File: src/rtl/note_spawn_scheduler.sv
// Note spawn scheduler: paces lane spawns off the frame tick, picks lanes from the LFSR word
// and ramps difficulty. Optional chord spawning is compiled in with `define DOUBLE_NOTE_EN.
module note_spawn_scheduler #(
  parameter int BASE_INTERVAL  = 60,
  parameter int MIN_INTERVAL   = 12,
  parameter int STEP           = 4,
  parameter int SPAWNS_PER_LVL = 8
) (
  input  logic        Clock,
  input  logic        Reset,
  input  logic        Start,
  input  logic        Stop,
  input  logic        Tick,
  input  logic [9:0]  Rand,
  input  logic        SpawnReady,
  output logic        SpawnValid,
  output logic [3:0]  SpawnMask,
  output logic        Playing,
  output logic [2:0]  Level,
  output logic [7:0]  Interval,
  output logic [15:0] SpawnCount
);

  typedef enum logic [1:0] {
    S_IDLE  = 2'd0,
    S_WAIT  = 2'd1,
    S_ISSUE = 2'd2
  } state_t;

  localparam int          LVL_BITS        = (SPAWNS_PER_LVL > 1) ? $clog2(SPAWNS_PER_LVL) : 1;
  localparam logic [7:0]  BASE_I          = 8'(BASE_INTERVAL);
  localparam logic [7:0]  MIN_I           = 8'(MIN_INTERVAL);
  localparam logic [7:0]  STEP_I          = 8'(STEP);
  localparam logic [8:0]  FLOOR_PLUS_STEP = 9'(MIN_INTERVAL + STEP);

  state_t      state;
  logic [7:0]  countdown;
  logic [1:0]  last_lane;

  logic [15:0] count_inc;
  logic        level_up;
  logic [7:0]  interval_dn;
  logic [7:0]  interval_nx;
  logic [2:0]  level_nx;
  logic [1:0]  lane_raw;
  logic [1:0]  lane_sel;
  logic [3:0]  mask_sel;

  // Handshake: SpawnValid is raised on entry to ISSUE with SpawnMask held constant; the
  // spawn is consumed in the cycle where SpawnValid && SpawnReady, and only Stop or Reset
  // can withdraw an offered spawn.

  always_comb begin
    count_inc   = SpawnCount + 16'd1;
    level_up    = (SPAWNS_PER_LVL == 1) ? 1'b1 : (count_inc[LVL_BITS-1:0] == '0);
    interval_dn = ({1'b0, Interval} >= FLOOR_PLUS_STEP) ? (Interval - STEP_I) : MIN_I;
    interval_nx = level_up ? interval_dn : Interval;
    level_nx    = (level_up && (Level != 3'd7)) ? (Level + 3'd1) : Level;
  end

  // Never repeat the previous lane: bump to the neighbouring lane on a collision.
  always_comb begin
    lane_raw = Rand[1:0];
    lane_sel = (lane_raw == last_lane) ? (lane_raw + 2'd1) : lane_raw;
    mask_sel = 4'b0001 << lane_sel;
`ifdef DOUBLE_NOTE_EN
    if ((Level >= 3'd3) && (Rand[9:7] == 3'b111)) begin
      mask_sel = mask_sel | (4'b0001 << (lane_sel + 2'd2));
    end
`endif
  end

`ifdef DOUBLE_NOTE_EN
  logic unused_rand_bits;
  assign unused_rand_bits = ^Rand[6:2];
`else
  logic unused_rand_bits;
  assign unused_rand_bits = ^Rand[9:2];
`endif

  always_ff @(posedge Clock) begin
    if (Reset) begin
      state      <= S_IDLE;
      SpawnValid <= 1'b0;
      SpawnMask  <= 4'b0000;
      Playing    <= 1'b0;
      Level      <= 3'd0;
      Interval   <= BASE_I;
      SpawnCount <= 16'd0;
      countdown  <= 8'd0;
      last_lane  <= 2'd0;
    end else if (Stop) begin
      // Abort drops any pending spawn; score-related state survives until the next Start.
      state      <= S_IDLE;
      SpawnValid <= 1'b0;
      SpawnMask  <= 4'b0000;
      Playing    <= 1'b0;
    end else begin
      case (state)
        S_IDLE: begin
          if (Start) begin
            state      <= S_WAIT;
            Playing    <= 1'b1;
            Level      <= 3'd0;
            Interval   <= BASE_I;
            SpawnCount <= 16'd0;
            countdown  <= BASE_I;
          end
        end
        S_WAIT: begin
          if (Tick) begin
            if (countdown == 8'd1) begin
              state      <= S_ISSUE;
              SpawnValid <= 1'b1;
              SpawnMask  <= mask_sel;
              last_lane  <= lane_sel;
              countdown  <= 8'd0;
            end else begin
              countdown <= countdown - 8'd1;
            end
          end
        end
        S_ISSUE: begin
          if (SpawnReady) begin
            state      <= S_WAIT;
            SpawnValid <= 1'b0;
            SpawnMask  <= 4'b0000;
            SpawnCount <= count_inc;
            Level      <= level_nx;
            Interval   <= interval_nx;
            countdown  <= interval_nx;
          end
        end
        default: begin
          state      <= S_IDLE;
          SpawnValid <= 1'b0;
          SpawnMask  <= 4'b0000;
          Playing    <= 1'b0;
        end
      endcase
    end
  end

endmodule
File: config.mk
export PLATFORM = sky130hd
export DESIGN_NAME = note_spawn_scheduler
export DESIGN_NICKNAME = d
export VERILOG_FILES = /design/src/rtl/note_spawn_scheduler.sv
export SDC_FILE = /design/constraint.sdc
export NUM_CORES = 1
export LEC_CHECK = 0
export ABC_AREA = 0
export CORE_MARGIN = 1.5
export CORE_UTILIZATION = 30
export DETAILED_ROUTE_END_ITERATION = 16
export SLEW_MARGIN = 30
export SYNTH_ARGS = -nofsm -noshare
export SYNTH_HDL_FRONTEND = slang
export SYNTH_SLANG_ARGS = --single-unit
export TNS_END_PERCENT = 10
File: constraint.sdc
create_clock -name Clock -period 2.3 [get_ports Clock]
set_input_delay 0.23 -clock Clock [delete_from_list [all_inputs] [get_ports Clock]]
set_output_delay 0.23 -clock Clock [all_outputs]
set_load 0.02 [all_outputs]
# == Yosys cells after proc, flatten, opt, wreduce, memory -nomap -nowiden ==
# Cells that the tools add are included.
# op_classes
magnitude_cmp,1
mux,31
n_reduce_logical,14
bitwise,3
n_shift,1
add_sub_neg,5
n_eq_ne,10
# ops
cell,n
$mux 8,6
$mux 16,2
$pmux 16 s2,1
$pmux 8 s3,1
$add 16x1->16 const B,1
$pmux 8 s2,1
$reduce_and 4->1,4
$mux 4,3
$pmux 4 s3,1
$mux 2,5
$ne 2x2->1 const B,5
$reduce_and 5->1,2
$mux 3,3
$eq 8x1->1 const B,1
$ge 8x5->1 const B,1
$sub 8x1->8 const B,1
$sub 8x3->8 const B,1
$pmux 2 s3,1
$pmux 3 s2,1
$mux 1,4
$reduce_or 2->1,2
$shl 1x2->4 const A,1
$add 3x1->3 const B,1
$logic_not 3->1,1
other kinds (13),15
# word_totals
output_inout_bits,33
inputBits,16
wordCells,74
reg_bits,45

# == Longest topological paths before layout ==
# depth
depth_word,6
ltp_mapped,8
ltp_nobuf,7

# == Worst setup path before layout ==
# Ideal clock, no wire load.
# synth_timing
path_kind,register to register
from,register countdown[0]
to,register last_lane[0]
t_arrival_ns,1.919
stages_incl_launch_ff,7
path_buffers,0
path_slack_ns,0.254
synth_period_minus_slack_ns,2.046
setup_ns,0.128
t_required_ns,2.172
cell_sequence,dfxtp_1 -> ha_1 -> or3b_2 -> or3_4 -> or3b_1 -> mux2i_1 -> nor2_1
# synth_between
elab_chain_len,2
# synth_lines
item,line_no,source
start: declaration,37,logic [7:0] countdown;
start signal: assignment,119,countdown <= countdown - 8'd1;
start signal: assignment,131,countdown <= interval_nx;
$eq 8x1->1,112,if (countdown == 8'd1) begin
$reduce_and 4->1 (no source line),--,
end signal: assignment,116,last_lane <= lane_sel;
end: declaration,38,logic [1:0] last_lane;
# No other way between the ends.
# A chain may end at the register's enable or synchronous reset.

# == Final worst setup path ==
# layout_timing
from,register countdown[1]
to,register last_lane[0]
# The elaborated chain is that of the path after synthesis.

==> results.md <==
- CTS H-Tree Depth: 2
- Clock root buffer: clkbuf_8
- First-pass GRT wire length: 9600 µm
- Vias/cell: 4.98
- Die area: 8380 µm²
- Cell taking the most area after synthesis: dfxtp_1
- Worst path max stage delay: 480 ps
- Port buffer count: 40
- Routed Antenna Nets: 0
- Sequential share of the synthesized area: 38.3%
- Slowest-stage cell, CP: or3b_2
- Num ports: between 40 and 50
- Startpoint Class: flip-flop
- Post-detail-place hpwl: 4160 µm
- Max-slew violations: 0
- Total track usage: 14.1%
- Top layer used by detailed routing: met4
- Status: finished, final reports clean
- Post_cts resized: 0
- Final nets: 367
- Cells after synthesis: slightly below 300
- Clock transition at path regs: around 90 ps
- Num CTS Buffers: 5
- Critical path fanouts, max: 3
- Routed wl met2: about 2600 µm
- Worst EP required: 2500 ps
- Area growth syn-to-layout: 29.9%
- Total Wirelength: 5610 µm
- Die X: 91.6 µm
- Max-Cap Viols: 0
- Design Area, Final: about 3100 µm²
- CTS Buffer Depth: 2
- Number of flops mapped to enable cells by yosys: 0
- Register area: 902 µm²
- Share of layout cells above drive strength 1: 8.82%
- Initial antenna violation count: 0
- Clk_lat worst skew: 310 ps
- Setup TNS: 0 ps
- Layout fillers: 810
- Core area: 7650 µm²
- Pleak: 1.12 nW
- Area occupied by multi-input gates: 1360 µm²
- Drt first pass iters: 4
- Yosys cell types: 42
- Final setup violating endpoints: 0
- Worst hold slack: 467 ps
- DRC viols: 0
- Commonest non-fill, non-tap cell in the layout: dfxtp_1
- Global route total overflow: 0
- Worst setup EP type: flip-flop
- Vias: 2200
- Power density cells: 545 nW/µm²
- Post-DP Area: slightly below 3000 µm²
- Routed len/inst: 12.7 µm
- TritonCTS Sinks: 45
- Vias in the first global route: 2062
- Final min period: between 2000 and 2500 ps
- Post-synth top flop: dfxtp_1
- Mean Syn Cell Area: 8.14 µm²
- Crit-path cells: inv_1 -> ha_1 -> or3b_2 -> or3_4 -> or3b_1 -> mux2i_1 -> nor2_1
- Relative slew slack: just over 60%
- Setup ws final: between 150 and 200 ps
- Synth Net Count: 317
- Worst Max-Slew Pin Slew: 561 ps
- CP top delay family: simple AND/OR/NAND/NOR gates
- CP Class: flip-flop to flip-flop
- Synthesized cell area: 2350 µm²
- Met1 wire length: approximately 2800 µm
- First DRT Iteration DRCs: 53
- Fraction of registers with async set or reset after synthesis: 0%
- Ant diodes: 0
- TritonCTS clock tree: built
- GP Congestion: 0.835
- Worst Hold Class: flip-flop to flip-flop
- Place WS: 120 ps
- Final hold violation count: 0
- Commonest cells after routing, fill and taps aside: 44 x dfxtp_1, 40 x clkdlybuf4s50_1, 32 x nor2_1
- Die Y: 91.6 µm
- RSZ-0062 raised after global routing: no
- # rows: 32
- Starting Density: between 30 and 40%
- Area share of the largest cell type after synthesis: 38.3%
- Peak Freq: ~470 MHz
- Largest net degree at the start of global routing: 19
- Tcrit/Tclk final: 93.4%
- Post-CTS setup buffers: 0
- Clock skew: between 8 and 9 ps
- Peak supply drop: 0.000334 V
- Synth Register Bits: 45
- Worst Path Buf+Inv: 1
- Cts hold-fix bufs: 0
- Worst path arrival time: 2350 ps
- YS warnings: 0
- DR WL met3: around 190 µm
- Most area-consuming cells after synthesis: dfxtp_1 38%, ha_1 6.4%, nor2_1 5.1%, a21oi_1 4.9%, nand2_1 4.6%
==> per-layer routing <==
layer	vias to the layer above	track usage [%]
met5	-	0
met4	0	4.30
met3	5	2.60
met2	34	22.9
met1	1036	18.7
li1	1125	-
==> final timing paths <==
check	cells after the start	startpoint	slack [ps]	to
setup / recovery	7	countdown[1]	150	last_lane[0]
hold / removal	2	SpawnMask[0]	470	SpawnMask[0]
setup reg to reg	7	countdown[1]	150	last_lane[0]
hold reg to reg	2	SpawnMask[0]	470	SpawnMask[0]
==> cells by family after synthesis <==
kind of cell	count (synthesis)	synth area share (%)
AO/OA/AOI/OAI	62	15.9
multiplexers	6	2.61
buffers and inverters	23	3.99
XOR/XNOR	17	6.33
AND/OR/NAND/NOR	124	26.5
flip-flops	45	38.3
adder cells (fa/ha/maj)	12	6.38
==> stage by stage <==
stage                     power (W)  std cells  utilization [%]
after floorplan            0.000970        289                -
after global placement      0.00104        434             38.4
after detailed placement    0.00105        434             38.4
after CTS                   0.00168        442             39.9
after global routing        0.00174        442             40.0
final                       0.00166        442             40.0
==> cells in the mapped netlist, drive strengths merged (2+ instances only) <==
cell / instances
or2: 2
and3: 3
clkbuf: 9
nor4: 3
mux2i: 5
nand3: 18
nand2b: 3
o32ai: 2
a21o: 2
inv: 13
nand4b: 2
or4: 6
and2: 4
xnor2: 12
or3b: 2
nand4: 5
ha: 12
xor2: 5
nor3b: 3
nand2: 29
o21ai: 17
a21oi: 23
o2bb2ai: 3
or3: 3
o31ai: 6
nor2: 32
a31oi: 4
nor3: 7
dfxtp: 45
==> worst reg2reg max path, stage by stage (launching register included) <==
cell and delay, ps:
dfxtp_1 320, inv_1 90, ha_1 170, or3b_2 480, or3_4 360, or3b_1 410, mux2i_1 170, nor2_1 60
==> flip-flops by register name, summed over array words and instances (netlist names) <==
| register | count |
|---|---|
| Interval | 8 |
| Level | 3 |
| Playing | 1 |
| SpawnCount | 16 |
| SpawnMask | 4 |
| SpawnValid | 1 |
| countdown | 8 |
| last_lane | 2 |
| state | 2 |
==> cell type report <==
cell class                 count  share of cell area (%)
inverter                      13                    1.60
tap                          102                    4.18
timing repair buffer          53                    16.3
sequential                    45                    29.5
clock inverter                 1                   0.982
clock buffer                   7                    2.82
multi-input combinational    221                    44.6
==> power breakdown <==
| group | switching (W) | total (W) | internal (W) |
|---|---|---|---|
| registers | 0.0000153 | 0.000808 | 0.000793 |
| clock network | 0.000279 | 0.000634 | 0.000355 |
| logic | 0.000125 | 0.000223 | 0.0000978 |
| total | 0.000419 | 0.00166 | 0.00125 |
Power figures use the tool's default switching activity.
